File: src/rtl/craft_round_controller_pkg.sv
// Shared constants and state encoding for the CRAFT round sequencer and its datapath.
// Slot 0 of every round is the CK0 slot; nibbles occupy slots 1..NIBBLES.
package craft_round_controller_pkg;

    localparam int CRAFT_NUM_ROUNDS = 32;
    localparam int CRAFT_NIBBLES    = 16;
    localparam int CRAFT_ROUND_W    = 8;
    localparam int CRAFT_NIB_W      = 4;
    localparam int CRAFT_CK0_SLOT   = 0;

    typedef enum logic [1:0] {
        ST_IDLE  = 2'd0,
        ST_LOAD  = 2'd1,
        ST_ROUND = 2'd2,
        ST_DONE  = 2'd3
    } state_t;

    function automatic int slot_width(input int nibbles);
        return $clog2(nibbles + 1);
    endfunction

endpackage

File: src/rtl/craft_slot_counter.sv
// Modulo-(MAX+1) slot counter with synchronous clear; exposes its next value so the
// owner can register outputs decoded from the upcoming slot.
module craft_slot_counter #(
    parameter int MAX = 16,
    parameter int W   = 5
) (
    input  logic         clk,
    input  logic         rst_n,
    input  logic         clr,
    input  logic         inc,
    output logic [W-1:0] next_count,
    output logic         wrap
);

    localparam logic [W-1:0] MAX_V = W'(MAX);

    logic [W-1:0] count_r;

    // Next-count selection: clear dominates, wrap returns to slot 0.
    always_comb begin
        wrap       = (count_r == MAX_V);
        next_count = count_r;
        if (clr) begin
            next_count = {W{1'b0}};
        end else if (inc) begin
            if (wrap) begin
                next_count = {W{1'b0}};
            end else begin
                next_count = count_r + W'(1);
            end
        end else begin
            next_count = count_r;
        end
    end

    // Slot register.
    always_ff @(posedge clk or negedge rst_n) begin
        if (!rst_n) begin
            count_r <= {W{1'b0}};
        end else begin
            count_r <= next_count;
        end
    end

endmodule

File: src/rtl/craft_round_controller.sv
// Round sequencer for the nibble-serial CRAFT core: IDLE -> LOAD -> ROUND -> DONE.
// Every output is a flop fed by the decoded next state, so start/abort never reach outputs combinationally.
module craft_round_controller
    import craft_round_controller_pkg::*;
#(
    parameter int NUM_ROUNDS = CRAFT_NUM_ROUNDS,
    parameter int NIBBLES    = CRAFT_NIBBLES,
    parameter int ROUND_W    = CRAFT_ROUND_W
) (
    input  logic                   clk,
    input  logic                   rst_n,
    input  logic                   start,
    input  logic                   abort,
    output logic                   load_kt,
    output logic                   ck0,
    output logic                   en,
    output logic [ROUND_W-1:0]     r,
    output logic [CRAFT_NIB_W-1:0] nib_idx,
    output logic                   nib_valid,
    output logic                   last_round,
    output logic                   busy,
    output logic                   done
);

    localparam int                 SLOT_W = slot_width(NIBBLES);
    localparam logic [ROUND_W-1:0] LAST_K = ROUND_W'(NUM_ROUNDS - 1);
    localparam logic [SLOT_W-1:0]  CK0_S  = SLOT_W'(CRAFT_CK0_SLOT);

    state_t                   state_r;
    state_t                   state_s;
    logic [ROUND_W-1:0]       round_r;
    logic [ROUND_W-1:0]       round_s;
    logic [SLOT_W-1:0]        slot_s;
    logic                     slot_wrap_s;
    logic                     slot_clr_s;
    logic                     slot_inc_s;
    logic                     in_round_s;
    logic                     slot0_s;
    logic [CRAFT_NIB_W-1:0]   nib_idx_s;

    craft_slot_counter #(
        .MAX (NIBBLES),
        .W   (SLOT_W)
    ) u_slot (
        .clk        (clk),
        .rst_n      (rst_n),
        .clr        (slot_clr_s),
        .inc        (slot_inc_s),
        .next_count (slot_s),
        .wrap       (slot_wrap_s)
    );

    // Next-state decode; abort outranks everything except reset.
    always_comb begin
        state_s = state_r;
        case (state_r)
            ST_IDLE: begin
                if (abort) begin
                    state_s = ST_IDLE;
                end else if (start) begin
                    state_s = ST_LOAD;
                end else begin
                    state_s = ST_IDLE;
                end
            end
            ST_LOAD: begin
                if (abort) begin
                    state_s = ST_IDLE;
                end else begin
                    state_s = ST_ROUND;
                end
            end
            ST_ROUND: begin
                if (abort) begin
                    state_s = ST_IDLE;
                end else if (slot_wrap_s && (round_r == LAST_K)) begin
                    state_s = ST_DONE;
                end else begin
                    state_s = ST_ROUND;
                end
            end
            ST_DONE: begin
                state_s = ST_IDLE;
            end
            default: begin
                state_s = ST_IDLE;
            end
        endcase
    end

    // Slot and round counter control; the round index is held through DONE.
    always_comb begin
        slot_clr_s = 1'b1;
        slot_inc_s = 1'b0;
        round_s    = {ROUND_W{1'b0}};
        if ((state_r == ST_ROUND) && (state_s == ST_ROUND)) begin
            slot_clr_s = 1'b0;
            slot_inc_s = 1'b1;
        end else begin
            slot_clr_s = 1'b1;
            slot_inc_s = 1'b0;
        end
        if (state_s == ST_ROUND) begin
            if (state_r != ST_ROUND) begin
                round_s = {ROUND_W{1'b0}};
            end else if (slot_wrap_s) begin
                round_s = round_r + ROUND_W'(1);
            end else begin
                round_s = round_r;
            end
        end else if (state_s == ST_DONE) begin
            round_s = round_r;
        end else begin
            round_s = {ROUND_W{1'b0}};
        end
    end

    // Output decode of the upcoming cycle.
    always_comb begin
        in_round_s = (state_s == ST_ROUND);
        slot0_s    = (slot_s == CK0_S);
        nib_idx_s  = {CRAFT_NIB_W{1'b0}};
        if (in_round_s && !slot0_s) begin
            nib_idx_s = CRAFT_NIB_W'(slot_s - SLOT_W'(1));
        end else begin
            nib_idx_s = {CRAFT_NIB_W{1'b0}};
        end
    end

    // State, round counter and registered outputs.
    always_ff @(posedge clk or negedge rst_n) begin
        if (!rst_n) begin
            state_r    <= ST_IDLE;
            round_r    <= {ROUND_W{1'b0}};
            load_kt    <= 1'b0;
            ck0        <= 1'b0;
            en         <= 1'b0;
            r          <= {ROUND_W{1'b0}};
            nib_idx    <= {CRAFT_NIB_W{1'b0}};
            nib_valid  <= 1'b0;
            last_round <= 1'b0;
            busy       <= 1'b0;
            done       <= 1'b0;
        end else begin
            state_r    <= state_s;
            round_r    <= round_s;
            load_kt    <= (state_s == ST_LOAD);
            ck0        <= in_round_s && slot0_s;
            en         <= in_round_s && (round_s != LAST_K);
            r          <= round_s;
            nib_idx    <= nib_idx_s;
            nib_valid  <= in_round_s && !slot0_s;
            last_round <= in_round_s && (round_s == LAST_K);
            busy       <= (state_s == ST_LOAD) || in_round_s;
            done       <= (state_s == ST_DONE);
        end
    end

endmodule
File: config.mk
export PLATFORM = sky130hd
export DESIGN_NAME = craft_round_controller
export DESIGN_NICKNAME = d
export VERILOG_FILES = /design/src/rtl/craft_round_controller_pkg.sv /design/src/rtl/craft_slot_counter.sv /design/src/rtl/craft_round_controller.sv
export SDC_FILE = /design/constraint.sdc
export NUM_CORES = 1
export LEC_CHECK = 0
export ABC_AREA = 1
export CAP_MARGIN = 20
export CORE_MARGIN = 1.5
export CORE_UTILIZATION = 56
export CTS_CLUSTER_SIZE = 40
export DETAILED_ROUTE_END_ITERATION = 8
export PLACE_DENSITY = 0.83
export SKIP_CTS_REPAIR_TIMING = 1
export SLEW_MARGIN = 20
export SYNTH_ARGS = -nofsm -noshare
export SYNTH_HDL_FRONTEND = slang
export SYNTH_HIERARCHICAL = 1
export SYNTH_SLANG_ARGS = --single-unit
File: constraint.sdc
create_clock -name clk -period 5.6 [get_ports clk]
set_clock_uncertainty 0.2 [all_clocks]
set_input_delay 1.12 -clock clk [delete_from_list [all_inputs] [get_ports clk]]
set_output_delay 1.12 -clock clk [all_outputs]
set_load 0.05 [all_outputs]
==> results.ini <==
[status]
status=finished clean

[timing]
finalSetupViolations=0
max_clock_freq_mhz=243.4
fin_tns_setup_ps=0
worst_pin_slew_ps=586.7
finalCritPeriodShare_pct=73.37
rsz0062_at_grt=no
period_needed_ps=4109
relSlewSlack_pct=60.59
slew_viol_final=0
hold_viol=0

[synthesis]
ys_ff_latch=26
syn-num-nets=178
ys_async_sr_fraction_pct=100.0
syn_inst=167
synth_ff_type=dfrtp_1
ys_types=24
synth_commonest_cells=nand2_1, dfrtp_1, inv_1
synthTopCellsByArea=dfrtp_1, nand2_1, inv_1, ha_1, nor2_1
yosysMostFrequentCell=nand2_1
synth_edf_count=0
yosysTopAreaCellShare_pct=46.93
yosysWarnings=6
yosysSeqAreaShare_pct=46.93
syn_avg_cell_area_um2=8.301
syn-cell-area_um2=1386
yosysTopAreaCell=dfrtp_1

[finish]
insertedDiodeCount=0
fin_nets=205
area_delta_synth_final_pct=20.76
stdcell_area_um2=1674
drive_above_1_share_pct=13.47

[floorplanning]
num_rows=17
ioPinCount=23
die_y_um=52.76
fp.dieW_um=52.76
initial_core_util_pct=60.91
die-area_um2=2783
coreArea_um2=2276

[placed_design]
dp_hpwl_mm=2.084
port_buffers=22
globalplace.congestion=0.7897
placed_area_um2=1638

[drt]
vias=1160
remaining_drc_errors=0
initialDrtViolationCount=35
vias_per_cell=5.249
drtPass1Iterations=4
avgRoutedWirePerCell_um=12.26
postRouteAntennaNets=0
postRouteWirelength_mm=2.710

[clocking]
clkTransAtPathRegs_ps=150
cts.sinks=26
htreeDepth=1
clock_path_buffers=2
clkLatencyLatePin_ps=320
clockRootBuffer=clkbuf_4
cts_tree=yes
numCtsBuffers=3

[power_and_ir_drop]
swShare_pct=24.96
power.density_nw_per_um2=191.8
p_seq_share_pct=60.1
vdd.ir_drop.worst_uv=151.5
p_comb_share_pct=9.7
power_switching_uw=80.13
p_leak_uw=0.0008128
p_clk_share_pct=30.2
cell_internal_pwr_uw=240.9

[global_route]
grt_pass1_vias=1124
antenna_found_initial=0
grt_use_total_pct=22.76
gr-total-overflow=0
grt_max_degree=27
grt_pass1_wl_mm=4.595

[setup_path]
worstSetupPathType=flop to flop
setup.worst_path.start_class=flop
cp.required_ps=5650
cp-end-kind=flop
critPathMaxFanout=14
arrival_ps=4160

[min_path]
hold_class=flop to flop

[job]
cap_viol_max_count=0

[path summary, 6_finish.rpt]
check / startpoint / to / slack, ps / cells after the start
max in group asynchronous: rst_n / round_r[2] / 4010 / 2
worst min register to register: round_r[4] / round_r[4] / 400 / 2
worst max-delay path: u_slot/count_r[0] / nib_idx[2] / 1490 / 22
worst max register to register: u_slot/count_r[0] / nib_idx[2] / 1490 / 22
min in group asynchronous: rst_n / state_r[1] / 940 / 2
worst min-delay path: round_r[4] / round_r[4] / 400 / 2
[flip-flops by register name, summed over array words and instances (netlist names)]
signal and flops:
busy 1, ck0 1, done 1, en 1
last_round 1, load_kt 1, nib_idx 4, nib_valid 1
round_r 8, state_r 2, u_slot/count_r 5
[placed cells by master, fill, tap and decap left out]
| master | netlist | layout |
|---|---|---|
| nor2_4 | 2 | 2 |
| nand3_1 | 9 | 9 |
| nor4_1 | 2 | 2 |
| inv_1 | 24 | 24 |
| buf_4 | 0 | 1 |
| clkbuf_8 | 0 | 1 |
| dfrtp_1 | 26 | 26 |
| a21oi_2 | 1 | 1 |
| o21ai_0 | 2 | 2 |
| clkdlybuf4s50_1 | 0 | 22 |
| clkbuf_4 | 0 | 3 |
| nand2_4 | 2 | 2 |
| nand2_1 | 41 | 41 |
| nand2_2 | 8 | 8 |
| inv_2 | 1 | 1 |
| nor3_1 | 2 | 2 |
| a21oi_1 | 6 | 6 |
| ha_1 | 7 | 7 |
| nand3_2 | 2 | 2 |
| nor2_2 | 4 | 4 |
| nand3b_1 | 2 | 2 |
| o21bai_1 | 3 | 3 |
| xor2_1 | 1 | 1 |
| nand4_1 | 1 | 1 |
| nor2_1 | 18 | 18 |
| a31oi_1 | 1 | 1 |
| or2_2 | 1 | 1 |
[logic make-up after synthesis]
logic type	after synthesis	synth area share, %
adders and majority gates	7	6.317
xor gates and xnor gates	1	0.6319
AOI/OAI and AO/OA	13	5.596
and+or+nand+nor	94	32.94
DFF	26	46.93
buffers and inverters	26	7.581
[power groups by stage]
stage | Combinational [uW] | Clock [uW] | Sequential [uW]
floorplan | 8.51 | 0 | 206
detailed placement | 31.6 | 0 | 197
global placement | 31.0 | 0 | 196
global route | 34.0 | 105 | 193
finish | 31.2 | 96.9 | 193
CTS | 31.7 | 98.4 | 193
[cell type report]
type	count	area (um2)
inverter	25	93.84
timing repair buffer	23	227.7
tap	28	35.03
fill	167	601.8
multi-input combinational	115	630.6
clock buffer	4	36.28
sequential	26	650.6
[critical path: stages, from the launching register on]
cell	delay (ps)
dfrtp_1	440
inv_1	100
ha_1	150
nand2_1	60
nor3_1	460
nand2_2	160
nor2_1	210
nand3_1	120
a21oi_1	280
inv_1	90
ha_1	240
inv_2	120
nor2_4	110
nand3b_1	100
nand2_1	90
nor2_1	210
inv_1	130
ha_1	230
nand2_1	110
nor3_1	50
nor2_1	170
inv_1	90
a21oi_1	130
[layer usage]
metal  global-route usage, %  part of all wire, %  vias up
met4                   10.26                 0.59        0
met1                   27.00                   43      544
met5                       0                    0        -
met3                   4.000                  4.4        2
met2                   39.79                   52       38
li1                        -                    -      576
[per-stage QoR]
step	std cells	total power, uW	utilization [%]	hold slack (ps)	setup slack (ps)
finish	221	321.0	73.56	396.7	1491
CTS	221	323.2	73.56	396.6	1501
global placement	217	227.4	71.96	372.0	1641
global route	221	332.7	73.56	449.1	1089
detailed placement	217	228.1	71.96	360.8	1433
floorplan	167	214.6	-	326.6	2098
(Power assumes the default switching activity.)
